### config.mk
export PLATFORM = sky130hd
export DESIGN_NAME = fread_arbiter
export DESIGN_NICKNAME = d
export VERILOG_FILES = /design/src/rtl/fread_arbiter.sv
export SDC_FILE = /design/constraint.sdc
export NUM_CORES = 1
export LEC_CHECK = 0
export ABC_CLOCK_PERIOD_IN_PS = 1800
export BUFFER_PORTS_ARGS = -buffer_cell sky130_fd_sc_hd__buf_2
export CAP_MARGIN = 40
export CORE_MARGIN = 1
export CORE_UTILIZATION = 41
export DETAILED_ROUTE_END_ITERATION = 10
export PLACE_DENSITY = 0.74
export SKIP_LAST_GASP = 1
export SLEW_MARGIN = 20
export SYNTH_ARGS = -nofsm -noshare
export SYNTH_HDL_FRONTEND = slang
export SYNTH_SLANG_ARGS = --single-unit
export TNS_END_PERCENT = 10
### constraint.sdc
create_clock -name clk -period 1.8 [get_ports clk]
set_input_delay 0.09 -clock clk [delete_from_list [all_inputs] [get_ports clk]]
set_output_delay 0.09 -clock clk [all_outputs]
set_load 0.005 [all_outputs]
### src/rtl/fread_arbiter.sv
// fread_arbiter: shares one SPI-flash "fread" request/response stream between
// requester 0 (boot/image loader) and requester 1 (runtime CPU block reader).
// Each grant issues the winner's offset downstream, then steers exactly CHUNK
// response bytes back to that requester before the next arbitration.
// Optional feature macro: FREAD_ARB_RR_EN (round-robin on ties); when it is
// undefined, requester 0 always wins ties.
module fread_arbiter #(
  parameter int CHUNK = 2048,
  parameter int CW    = 12
) (
  input  logic        clk,
  input  logic        resetq,
  input  logic [31:0] r0_offset,
  input  logic        r0_valid,
  output logic        r0_ready,
  output logic [7:0]  r0_data,
  output logic        r0_dvalid,
  output logic        r0_done,
  input  logic [31:0] r1_offset,
  input  logic        r1_valid,
  output logic        r1_ready,
  output logic [7:0]  r1_data,
  output logic        r1_dvalid,
  output logic        r1_done,
  output logic [31:0] req_offset,
  output logic        req_valid,
  input  logic        req_ready,
  input  logic [7:0]  resp_data,
  input  logic        resp_valid,
  output logic        busy,
  output logic        owner
);

  typedef enum logic [1:0] {IDLE, ISSUE, STREAM} state_t;

  localparam logic [CW-1:0] LAST_IDX = CW'(CHUNK - 1);

  // The byte counter must be able to reach CHUNK-1 without wrapping.
  if (CHUNK > 2**CW || CHUNK < 1) begin : g_bad_chunk
    $error("fread_arbiter: CHUNK must be in 1..2**CW");
  end

  state_t        state_q;
  logic [CW-1:0] count_q;
  logic          owner_q;
  logic          req_valid_q;
  logic [31:0]   req_offset_q;
  logic          owner_d;
  logic          any_req;
  logic          stream_byte;
  logic          last_byte;

`ifdef FREAD_ARB_RR_EN
  logic          last_q;

  // Round-robin pick: a tie goes to whoever was not served last time.
  always_comb begin
    any_req = r0_valid | r1_valid;
    owner_d = r1_valid;
    if (r0_valid && r1_valid) begin
      owner_d = ~last_q;
    end
  end
`else
  // Fixed-priority pick: the loader wins whenever it is asking.
  always_comb begin
    any_req = r0_valid | r1_valid;
    owner_d = ~r0_valid;
  end
`endif

  // A response byte only counts while streaming; strays elsewhere are dropped.
  always_comb begin
    stream_byte = (state_q == STREAM) && resp_valid;
    last_byte   = stream_byte && (count_q == LAST_IDX);
  end

  // Transaction FSM with registered downstream request, owner and byte count.
  always_ff @(posedge clk or negedge resetq) begin
    if (!resetq) begin
      state_q      <= IDLE;
      count_q      <= '0;
      owner_q      <= 1'b0;
      req_valid_q  <= 1'b0;
      req_offset_q <= '0;
`ifdef FREAD_ARB_RR_EN
      last_q       <= 1'b1;
`endif
    end else begin
      case (state_q)
        IDLE: begin
          if (any_req) begin
            owner_q      <= owner_d;
            req_offset_q <= owner_d ? r1_offset : r0_offset;
            req_valid_q  <= 1'b1;
            state_q      <= ISSUE;
          end
        end
        ISSUE: begin
          if (req_ready) begin
            req_valid_q <= 1'b0;
            count_q     <= '0;
            state_q     <= STREAM;
          end
        end
        STREAM: begin
          if (last_byte) begin
`ifdef FREAD_ARB_RR_EN
            last_q  <= owner_q;
`endif
            state_q <= IDLE;
          end else if (stream_byte) begin
            count_q <= count_q + CW'(1);
          end
        end
        default: state_q <= IDLE;
      endcase
    end
  end

  // Handshake and data steering toward the current owner only.
  always_comb begin
    r0_ready   = (state_q == ISSUE) && req_ready && !owner_q;
    r1_ready   = (state_q == ISSUE) && req_ready && owner_q;
    r0_dvalid  = stream_byte && !owner_q;
    r1_dvalid  = stream_byte && owner_q;
    r0_done    = last_byte && !owner_q;
    r1_done    = last_byte && owner_q;
    r0_data    = resp_data;
    r1_data    = resp_data;
    req_valid  = req_valid_q;
    req_offset = req_offset_q;
    busy       = (state_q != IDLE);
    owner      = owner_q;
  end

endmodule

* Word-level counts from Yosys, hierarchy flattened
Cells that the tools add are included.
** Operators by class
- Add/sub/neg operators :: 1
- Equal/unequal tests :: 8
- Mux-type cells :: 12
- Bitwise logic cells :: 2
- Reductions and logical operators :: 18
** Operators with widths (number)
- two-way mux 12 bit :: 3
- two-way mux 32 bit :: 1
- one-hot mux 12 bit (2 select lines) :: 1
- adder 12 x 1 -> 12 bit (second input constant) :: 1
- == test 12 x 11 -> 1 bit (second input constant) :: 1
- != test 2 bit (second input constant) :: 5
- logical AND 1 bit :: 9
- two-way mux 2 bit :: 3
- one-hot mux 2 bit (3 select lines) :: 1
- AND reduction 3 bit :: 2
- nonzero test 2 bit :: 3
- AND reduction 4 bit :: 1
- == test 2 x 1 -> 1 bit (second input constant) :: 1
- == test 2 bit (second input constant) :: 1
- zero test 2 bit :: 1
- two-way mux 1 bit :: 2
- one-hot mux 1 bit (2 select lines) :: 1
- AND reduction 2 bit :: 1
- zero test 1 bit :: 1
- NOT 1 bit :: 1
- OR 1 bit :: 1
** Storage, ports and cells
- Register bits after elaboration :: 48
- Output and inout port bits :: 57
- Word-level logic and storage cells :: 46

* Depth between registers and ports, before layout
- Depth in word-level cells :: 5
- Gate-level depth with buffers :: 6
- Mapped depth without buffers :: 5

* Worst setup path after synthesis
Ideal clock, no wire load.
- Kind :: reg2reg
- Start :: register count_q[0]
- End :: register count_q[6]
- Setup time :: 0.133 ns
- Data arrival time :: 1.694 ns
- Path slack :: -0.027 ns
- Stages on the path, launching flop included :: 7
- Cells stage by stage :: dfrtp_1 ha_1 nand3_4 or4_1 buf_2 a21boi_4 o211ai_1
** On the way
- Cells in the longest elaborated chain, start to end :: 4
- Elaborated cells on any way between the ends :: 8
- Classes of those cells :: add/sub (1); eq/ne (2); mux (3); reduce/logical (2)
** RTL lines
- from (decl) :: line 44 : logic [CW-1:0] count_q;
- from (signal assigned) :: line 113 : count_q <= count_q + CW'(1);
- adder 12 x 1 -> 12 bit / == test 12 x 11 -> 1 bit (equally long branches) :: line 113, 75
- two-way mux 12 bit / logical AND 1 bit (equally long branches) :: line 112, 75
- two-way mux 12 bit / != test 2 bit (equally long branches)
- one-hot mux 12 bit (2 select lines) / AND reduction 4 bit (equally long branches)
Parallel ways exist; a longest one is shown, timed or not. The select of a mux whose other input is x is not followed.
A chain may end at the register's enable or synchronous reset.

* Worst setup path in the final report
- Start :: register state_q[0]
- End :: output r1_done
** On the way
- Cells in the longest elaborated chain, start to end :: 4
** RTL lines
- from (decl) :: line 43 : state_t state_q;
- from (signal assigned) :: line 81 : state_q <= IDLE;
- from (signal assigned) :: line 96 : state_q <= ISSUE;
- from (signal assigned) :: line 103 : state_q <= STREAM;
- == test 2 bit :: line 74 : stream_byte = (state_q == STREAM) && resp_valid;
- logical AND 1 bit :: line 74
- logical AND 1 bit :: line 75 : last_byte = stream_byte && (count_q == LAST_IDX);
- logical AND 1 bit :: line 128 : r1_done = last_byte && owner_q;
- to (decl) :: line 24 : output logic r1_done,
No other way between the ends.

==> metrics <==
Final Util 55.9%; wire per inst around 14 microns; layout cells sized above 1 39.9%; final instance area approximately 3300 sq um; maximum vdd drop ~0.43 mV; Leak around 0.0018 uW; max_slew headroom roughly two thirds; Worst setup EP type primary output; first-pass GRT wire length about 10 mm; Synth area leaders dfrtp_1, mux2i_1, a21oi_1; Placer Congestion between 0.8 and 0.9; Worst-path clk slew around 0.090 ns; top_reg_cell synth dfrtp_1; GR Util All Layers about a fifth; initial antenna violation count 0; Final Cycle Share 101%; DR pass1 iterations 4; Ant. Diodes 0; failing checks setup timing; post-route ant nets 0; die height between 80 and 90 microns; TritonCTS clock tree yes; initial core utilization roughly 42%; post-synth design cell area roughly 2500 sq um; vias in the first global route 2155; Worst Tran Pin Value slightly below 0.5 ns; IO Port Bufs between 100 and 150; commonest non-fill, non-tap cell in the layout buf_2; Area after DPL approximately 3100 sq um; outcome finished, violations left; number of filler cells placed in the layout 540; via count 2318; Post-Syn Nets 339; commonest cells after routing, fill and taps aside buf_2, dfrtp_1, nor2_1, a21oi_1, mux2i_1; crit path launch type register; CTS max path bufs 2; Synth async-reset ratio between 90% and 100%; Fmax achieved approximately 550 MHz; register area share after synthesis between 40 and 50%; DR vias/cell 5.26; post-DP HPWL around 4.7 mm; Root Driver clkbuf_8; worst hold path type in -> reg; largest net degree at the start of global routing 37; Pwr Density about 800 nW/um^2; Required @ worst endpoint about 1.7 ns; htree depth 2; initial DRC count approximately 120; Avg Synthesized Cell Area ~9.7 sq um; unrepaired setup endpoints after global routing true; pre-CTS WS between 0.01 and 0.015 ns; Setup Skew roughly 0.01 ns; Final WS setup -0.0228 ns; Seq cells post-synth 48; crit-path max FO 6; # setup viols final 1; crit path time final 1.82 ns; Slew Limit Fails 0; CP Data Arrival Time ~1.7 ns; number of CTS-inserted buffers 5; Placeable Area around 5900 sq um; area delta synth->final 31.9%; grt ovf 0; Hold Fails Final Rpt 0; number of remaining DRC errors 0; I/O Pins ~140; Post-synth EDFFs 0; Synth top area share ~48%; WS Path Type reg -> out; maxcap violations 0; later-pin clock latency in the skew report about 0.30 ns; clk sink count between 40 and 50; routed wire length slightly above 6 mm; nets between 400 and 500; top cell type by total area after synthesis dfrtp_1; Ys Warns 0; width of the die 80.2 microns; die area 6440 sq um; Synth cell types 38; count of standard-cell rows 28; Cells after Synth 260
through the flow:
| step | TNS (ns) | hold slack (ns) | std cells | total power, uW |
|---|---|---|---|---|
| 6_report | -0.0228 | 0.0717 | 441 | 2650 |
| 5_1_grt | -0.0807 | 0.0844 | 441 | 2780 |
| 4_1_cts | -0.00267 | 0.0599 | 441 | 2660 |
| 3_5_place_dp | 0 | 0.0855 | 430 | 1710 |
| 3_3_place_gp | 0 | 0.0836 | 430 | 1700 |
| 2_1_floorplan | 0 | -0.206 | 260 | 1520 |
registers in the layout (all words and copies together), names as in the netlist:
register    flops
owner           1
state_q         2
count_q        12
req_offset     32
req_valid       1
cells in the mapped netlist (all sizes together), types with 2 or more instances:
cell / count
clkbuf: 8
buf: 22
nor3: 5
mux2i: 32
o21a: 2
nand2: 8
or3: 4
o21ai: 6
a31oi: 12
nor4: 4
a21oi: 35
a21boi: 2
inv: 3
nand3: 7
nor2: 40
nand4: 2
dfrtp: 48
o211ai: 3
a21o: 4
nand3b: 2
cells by family (layout without fill, tap and decap cells):
logic type	Yosys count	count (layout)	synth area share [%]
AND/OR/NAND/NOR	79	79	15.5
AO/OA/AOI/OAI	67	67	15.9
flip-flops	48	48	47.9
buffers and inverters	33	139	7.53
multiplexers	32	32	12.8
adder cells (fa/ha/maj)	1	1	0.498
metal layers:
metal	part of all wire (%)	GRT usage (%)	vias up	routed length, microns
met5	0	0	-	0
li1	-	-	1128	-
met1	42	23.6	1076	2610
met3	7.8	5.80	6	477
met4	1.3	7.86	0	83
met2	49	34.1	108	2990
cell type report:
cell class                      count  area (sq um)  area share (%)
Sequential cell                    48          1200            36.3
Multi-Input combinational cell    179          1150            34.8
Timing Repair Buffer              128           713            21.6
Tap cell                           75          93.8            2.84
Clock buffer                        5          68.8            2.08
Clock inverter                      3          68.8            2.08
Inverter                            3          11.3           0.340
final timing paths:
kind	startpoint	end	slack [ns]	cells after the start
worst max-delay path	state_q[0]	r1_done	-0.02	4
worst min-delay path	r1_valid	owner	0.07	3
worst max register to register	count_q[1]	count_q[6]	0.11	5
worst min register to register	req_valid	req_valid	0.48	1
max in group asynchronous	resetq	count_q[11]	1.01	3
min in group asynchronous	resetq	req_offset[16]	0.28	2
power breakdown:
part,internal [uW],switching [uW]
Sequential,1140,82.6
Combinational,241,238
Clock,560,386
repair_timing:
item                                    4_1_cts  5_1_grt
buffers inserted                              2        0
hold buffers                                  1        0
hold endpoints to repair                     19        0
gates resized for setup                       1        3
endpoints found under the setup margin        3       14
critical path: stages (launching register included):
cell,delay (ns)
dfrtp_1,0.43
nand3b_1,0.21
or3_4,0.42
nor4_1,0.21
buf_2,0.17
No activity file was read; power rests on OpenSTA's default activity.
